### config.mk
export PLATFORM = sky130hd
export DESIGN_NAME = hamming_encoder_serial
export DESIGN_NICKNAME = d
export VERILOG_FILES = /design/src/rtl/hamming_encoder_serial.sv
export SDC_FILE = /design/constraint.sdc
export NUM_CORES = 1
export LEC_CHECK = 0
export ABC_AREA = 1
export CAP_MARGIN = 15
export CORE_MARGIN = 3
export CORE_UTILIZATION = 45
export CTS_CLUSTER_DIAMETER = 80
export CTS_CLUSTER_SIZE = 40
export DETAILED_ROUTE_END_ITERATION = 7
export PLACE_DENSITY = 0.73
export REMOVE_ABC_BUFFERS = 1
export SYNTH_ARGS = -nofsm -noshare
export SYNTH_HDL_FRONTEND = slang
export SYNTH_SLANG_ARGS = --single-unit
### constraint.sdc
create_clock -name clk -period 3.2 [get_ports clk]
set_input_delay 0.64 -clock clk [delete_from_list [all_inputs] [get_ports clk]]
set_output_delay 0.64 -clock clk [all_outputs]
set_load 0.05 [all_outputs]
### src/rtl/hamming_encoder_serial.sv
// Serial (15,11) Hamming encoder: collects 11 data bits (d0 first), emits the
// 15-bit even-parity codeword serially, Hamming position 1 first.
//
// state | meaning
// IDLE  | no codeword in flight, waiting for a held word
// SHIFT | driving codeword bit out_cnt on s_out
// GAP   | inter-frame idle, GAP_CYCLES cycles long
module hamming_encoder_serial #(
  parameter int unsigned GAP_CYCLES = 0,
  parameter bit          OUT_IDLE   = 1'b0
) (
  input  logic clk,
  input  logic reset,
  input  logic s_in,
  input  logic s_in_valid,
  output logic s_in_ready,
  output logic s_out,
  output logic s_out_valid,
  output logic s_out_sof
);

  localparam int unsigned GAP_W    = (GAP_CYCLES > 1) ? $clog2(GAP_CYCLES) : 1;
  localparam int unsigned GAP_LAST = (GAP_CYCLES > 0) ? GAP_CYCLES - 1 : 0;
  localparam logic [GAP_W-1:0] GAP_INIT = GAP_W'(GAP_LAST);

  typedef enum logic [1:0] {
    ST_IDLE  = 2'd0,
    ST_SHIFT = 2'd1,
    ST_GAP   = 2'd2
  } state_t;

  state_t state, state_nx;

  logic [9:0]       col_sr;
  logic [3:0]       col_cnt;
  logic [10:0]      hold_word;
  logic             hold_full;
  logic             accept;
  logic             word_done;
  logic [10:0]      word_new;
  logic             load;
  logic [14:0]      cw;
  logic [13:0]      out_sr;
  logic [3:0]       out_cnt;
  logic [GAP_W-1:0] gap_cnt;
  logic             p1, p2, p4, p8;

  // Only the 11th bit of a word stalls while the hold buffer is occupied.
  assign s_in_ready = (col_cnt != 4'd10) || !hold_full;
  assign accept     = s_in_valid && s_in_ready;
  assign word_done  = accept && (col_cnt == 4'd10);
  assign word_new   = {s_in, col_sr};

  always_ff @(posedge clk or negedge reset) begin
    if (!reset) begin
      col_sr    <= '0;
      col_cnt   <= '0;
      hold_word <= '0;
      hold_full <= 1'b0;
    end else begin
      if (accept) begin
        col_sr  <= {s_in, col_sr[9:1]};
        col_cnt <= word_done ? 4'd0 : col_cnt + 4'd1;
      end
      if (word_done) hold_word <= word_new;
      // A load on the same edge as a new word still leaves the buffer full.
      if (word_done)  hold_full <= 1'b1;
      else if (load)  hold_full <= 1'b0;
    end
  end

  assign p1 = hold_word[0] ^ hold_word[1] ^ hold_word[3] ^ hold_word[4] ^
              hold_word[6] ^ hold_word[8] ^ hold_word[10];
  assign p2 = hold_word[0] ^ hold_word[2] ^ hold_word[3] ^ hold_word[5] ^
              hold_word[6] ^ hold_word[9] ^ hold_word[10];
  assign p4 = hold_word[1] ^ hold_word[2] ^ hold_word[3] ^ hold_word[7] ^
              hold_word[8] ^ hold_word[9] ^ hold_word[10];
  assign p8 = hold_word[4] ^ hold_word[5] ^ hold_word[6] ^ hold_word[7] ^
              hold_word[8] ^ hold_word[9] ^ hold_word[10];

  assign cw = {hold_word[10:4], p8, hold_word[3:1], p4, hold_word[0], p2, p1};

  always_comb begin
    state_nx = state;
    load     = 1'b0;
    case (state)
      ST_IDLE: begin
        if (hold_full) begin
          load     = 1'b1;
          state_nx = ST_SHIFT;
        end
      end
      ST_SHIFT: begin
        if (out_cnt == 4'd14) begin
          if (GAP_CYCLES > 0) begin
            state_nx = ST_GAP;
          end else if (hold_full) begin
            load = 1'b1;
          end else begin
            state_nx = ST_IDLE;
          end
        end
      end
      ST_GAP: begin
        // Leaving the gap straight into SHIFT keeps the idle span at exactly GAP_CYCLES.
        if (gap_cnt == '0) begin
          if (hold_full) begin
            load     = 1'b1;
            state_nx = ST_SHIFT;
          end else begin
            state_nx = ST_IDLE;
          end
        end
      end
      default: state_nx = ST_IDLE;
    endcase
  end

  always_ff @(posedge clk or negedge reset) begin
    if (!reset) begin
      state       <= ST_IDLE;
      out_sr      <= '0;
      out_cnt     <= '0;
      gap_cnt     <= '0;
      s_out       <= OUT_IDLE;
      s_out_valid <= 1'b0;
      s_out_sof   <= 1'b0;
    end else begin
      state <= state_nx;
      if (load) begin
        out_sr  <= cw[14:1];
        out_cnt <= '0;
      end else if (state == ST_SHIFT) begin
        out_sr <= {1'b0, out_sr[13:1]};
        if (out_cnt != 4'd14) out_cnt <= out_cnt + 4'd1;
      end
      if (state_nx == ST_GAP && state != ST_GAP) begin
        gap_cnt <= GAP_INIT;
      end else if (state == ST_GAP && gap_cnt != '0) begin
        gap_cnt <= gap_cnt - 1'b1;
      end
      s_out_valid <= (state_nx == ST_SHIFT);
      s_out_sof   <= load;
      if (load)                        s_out <= cw[0];
      else if (state_nx == ST_SHIFT)   s_out <= out_sr[0];
      else                             s_out <= OUT_IDLE;
    end
  end

endmodule

# [Word-level counts from Yosys, hierarchy flattened]
# Index checks and enable logic that the tools add are counted.
[totals] word_cells=81 out_inout_bits=4 in_bits=4 ff_bits=50
[classes] addsub=3 n_eq_ne=9 mux=22 n_reduce_logical=12 bitwise=24
[ops] operator="$mux 14" count=2
[ops] operator="$xor 1x1->1" count=24
[ops] operator="$mux 4" count=4
[ops] operator="$mux 1" count=10
[ops] operator="$add 4x1->4 const B" count=2
[ops] operator="$eq 4x4->1 const B" count=2
[ops] operator="$mux 2" count=4
[ops] operator="$ne 4x4->1 const B" count=2
[ops] operator="$reduce_bool 2->1" count=4
[ops] operator="$pmux 2 s3" count=1
[ops] operator="$eq 2x1->1 const B" count=2
[ops] operator="$eq 2x2->1 const B" count=2
[ops] operator="$logic_and 1x1->1" count=4
[ops] operator="$pmux 1 s3" count=1
[ops] operator="$logic_not 2->1" count=1
[ops] operator="$ne 2x2->1 const B" count=1
[ops] operator="$reduce_and 2->1" count=1
[ops] operator="$logic_not 1->1" count=1
[ops] operator="$logic_or 1x1->1" count=1
[ops] operator="$sub 1x1->1 const B" count=1

# [Logic depth before layout (Yosys ltp)]
[logic_depth] ltp_word=7 depth_mapped=12 ltp_nobuf=11

# [Worst setup path after synthesis]
# No wires, ideal clock.
[synth_path] path_kind="reg2out" from="register col_cnt[0]" to="output port s_in_ready" arrival_ns=1.009 path_buffers=0 path_slack_ns=1.551 stages_incl_launch_ff=6 cell_sequence="dfrtp_1 > inv_1 > ha_1 > nand2_1 > nor2_2 > nand2_2"
[synth_via] elab_chain_cells=2
[synth_lines] item="start, declared" line="35" source="logic [3:0] col_cnt;"
[synth_lines] item="start signal, assigned" line="63" source="col_cnt <= word_done ? 4'd0 : col_cnt + 4'd1;"
[synth_lines] item="$ne 4x4->1" line="49" source="assign s_in_ready = (col_cnt != 4'd10) || !hold_full;"
[synth_lines] item="$logic_or 1x1->1" line="49"
[synth_lines] item="end, declared" line="16" source="output logic s_in_ready,"
# No other way between the ends.

# [Worst setup path in the final report]
# Ends and elaborated chain as after synthesis.

==> summary.txt <==
Setup path
  – Critical path launch point type: flip-flop
  – Setup CP Type: reg2out
  – Critical Path AT: ~2.0 ns
  – CP endpoint kind: output pin
  – CP Data Required Time: 2.56 ns
  – Reg2Reg Setup Slack: 1.11 ns
  – Critical Path Fanout Max: 3

Layout
  – FF+latch area: 1251 µm²
  – Syn-to-layout area delta: 9.698%
  – Fin util: approximately 53%
  – Fillers: a little over 500
  – Post-Layout Cell Count: 390
  – Antenna Cells: 0
  – Share of layout cells above drive strength 1: between 10% and 20%
  – Final nets: roughly 330
  – Finished Cell Area: 2816 µm²
  – Area of the multi-input gates: 1051 µm²

Clocking
  – TritonCTS buffer count: 5
  – Worst-Skew Late Latency: ~0.31 ns
  – Root Driver: clkbuf_8
  – CTS sink cnt: 50
  – CTS H-tree lvls: 2
  – Clk buf depth: 2
  – CTS tree: done
  – Clk slew on worst S/H paths: 0.09 ns
  – Cts hold-fix bufs: 0
  – Setup bufs post-CTS: 0
  – # resized after CTS: 0

Die
  – Starting density of the core: 48.42%
  – Die Y-Extent: 81.54 µm
  – I/O Pins: 8
  – Die Span X: just over 80 µm
  – Die ar.: 6648 µm²
  – FP Rows: 26
  – Core ar.: approximately 5300 µm²

Global route
  – Largest net degree at the start of global routing: around 50
  – Initial antenna violation count: 0
  – Total GRT Usage: 15.41%
  – GRT Residual Overflow: 0
  – First-pass GRT wire length: slightly below 8 mm
  – Number of global-route vias before repair: between 1,500 and 2,000

Synth
  – Distinct cells, synth: 29
  – Cell count after synthesis: 315
  – Syn Area/Cell: 8.151 µm²
  – Seq/Total Area, Yosys: roughly half
  – Synthesis Warnings: 0
  – Yosys reg bits: 50
  – Mapped cell area: 2567 µm²

Placement
  – Placer Congestion: slightly below 0.8
  – Post-DP Area: between 2000 and 3000 µm²
  – DP Wirelength: roughly 3.1 mm
  – Placed Cells: 381
  – PortBufs: 7

STA
  – Clock skew: 0.008569 ns
  – Max-slew violations: 0
  – Final hold vios: 0
  – Slew @ Worst Pin: around 0.87 ns
  – Crit path time final: around 2.6 ns
  – Count of final setup violators: 0
  – RSZ-0062 raised after global routing: no
  – Max transition margin: a little over two fifths
  – Setup TNS: 0 ns
  – Fin crit share: between 80% and 90%
  – Fmax: ~0.38 GHz

Pwr
  – Total power: approximately 2800 µW
  – Pwr per Cell Area: between 900 and 1000 nW/µm²
  – Pleak: 0.001382 µW
  – Peak VDD IR: around 360 µV

Status
  – Status: finished, final reports clean

Detailed routing
  – Vias per cell: between 4 and 5
  – Post-route ant nets: 0
  – Pre-Repair DR Iteration Count: 4
  – DRT Wirelength: 4.325 mm
  – Avg WL per Cell: 11.09 µm
  – DRC Markers: 0
  – Initial DRC count: approximately 110
  – Vias: 1,903

Worst hold path
  – Hold/Removal Path Class: in2async

Run
  – Max-cap check violation count: 0
==> path summary, 6_finish.rpt <==
| check | from | end | depth (start not counted) |
|---|---|---|---|
| max in group asynchronous | reset | hold_word[0] | 2 |
| worst max-delay path | col_cnt[0] | s_in_ready | 6 |
| worst min-delay path | reset | state[0] | 1 |
| worst min register to register | col_sr[1] | col_sr[1] | 2 |
| worst max register to register | out_cnt[0] | out_sr[1] | 8 |
| min in group clk | col_sr[1] | col_sr[1] | 2 |
==> cells in the final DEF, fill, tap and decap left out, drive strengths merged <==
cell,synthesis,final
nand2,88,88
o21ai,55,55
dfrtp,50,50
inv,49,49
nand3,17,17
nor2,14,14
xnor2,7,7
xor2,6,6
clkbuf,2,6
clkdlybuf4s50,0,6
a21oi,5,5
ha,4,4
buf,11,4
o22ai,3,3
bufinv,0,2
or2,1,1
o31ai,1,1
nor3,1,1
nor2b,1,1
==> report_power, final <==
part           switching, µW  internal [µW]
logic                    703            457
clock network            207            333
registers                224            870
total                   1130           1660
==> area by class of cell <==
type	count	area share [%]
Sequential cell	50	44.42
Multi-Input combinational cell	203	37.32
Inverter	49	6.530
Timing Repair Buffer	10	3.554
Tap cell	70	3.110
Clock buffer	6	2.932
Clock inverter	2	2.132
==> flip-flops by register name, summed over array words and instances, names as in the netlist <==
name         flops
hold_full        1
out_sr          14
gap_cnt          1
col_cnt          4
col_sr          10
s_out_sof        1
hold_word       11
out_cnt          4
s_out_valid      1
state            2
s_out            1
==> worst max-delay path, cell delays in order (launching register included) <==
cell and delay (ns):
dfrtp_1 0.38, inv_1 0.07, ha_1 0.19, nand2_1 0.09, nor2_2 0.06, nand2_2 0.09, clkdlybuf4s50_1 0.81
==> synth_stat cells, drive strengths merged <==
cell type	n	area share, %
nand2	88	13
o21ai	55	12
dfrtp	50	49
inv	49	7.2
nand3	17	3.5
nor2	14	2.5
buf	11	2.8
xnor2	7	2.4
xor2	6	2.0
a21oi	5	1.6
ha	4	1.9
o22ai	3	0.73
clkbuf	2	0.34
nor2b	1	0.24
nor3	1	0.19
o31ai	1	0.29
or2	1	0.24
==> metrics by stage <==
stage               hold slack, ns  setup WS [ns]
floorplan                   0.3444          1.307
global placement            0.4669         0.9375
detailed placement          0.4761         0.9003
CTS                         0.4972         0.5473
global route                0.2419         0.4741
finish                      0.2245         0.5664
==> routing by layer <==
layer / share of wire [%] / track usage, % / wire length (µm) / vias up
met5: 0 / 0 / 0 / -
met3: 2.5 / 3.947 / 109 / 7
met4: 1.5 / 5.236 / 64 / 0
li1: - / - / - / 991
met1: 48 / 19.97 / 2083 / 890
met2: 48 / 25.08 / 2068 / 15
==> kinds of logic (layout without fill, tap and decap cells) <==
group	Yosys count	after routing	synth area share, %
AOI/OAI and AO/OA	64	64	14.47
xor gates and xnor gates	13	13	4.435
adders and majority gates	4	4	1.949
buffers and inverters	62	67	10.33
DFF	50	50	48.73
and+or+nand+nor	122	122	20.08
No activity file was read; power rests on OpenSTA's default activity.
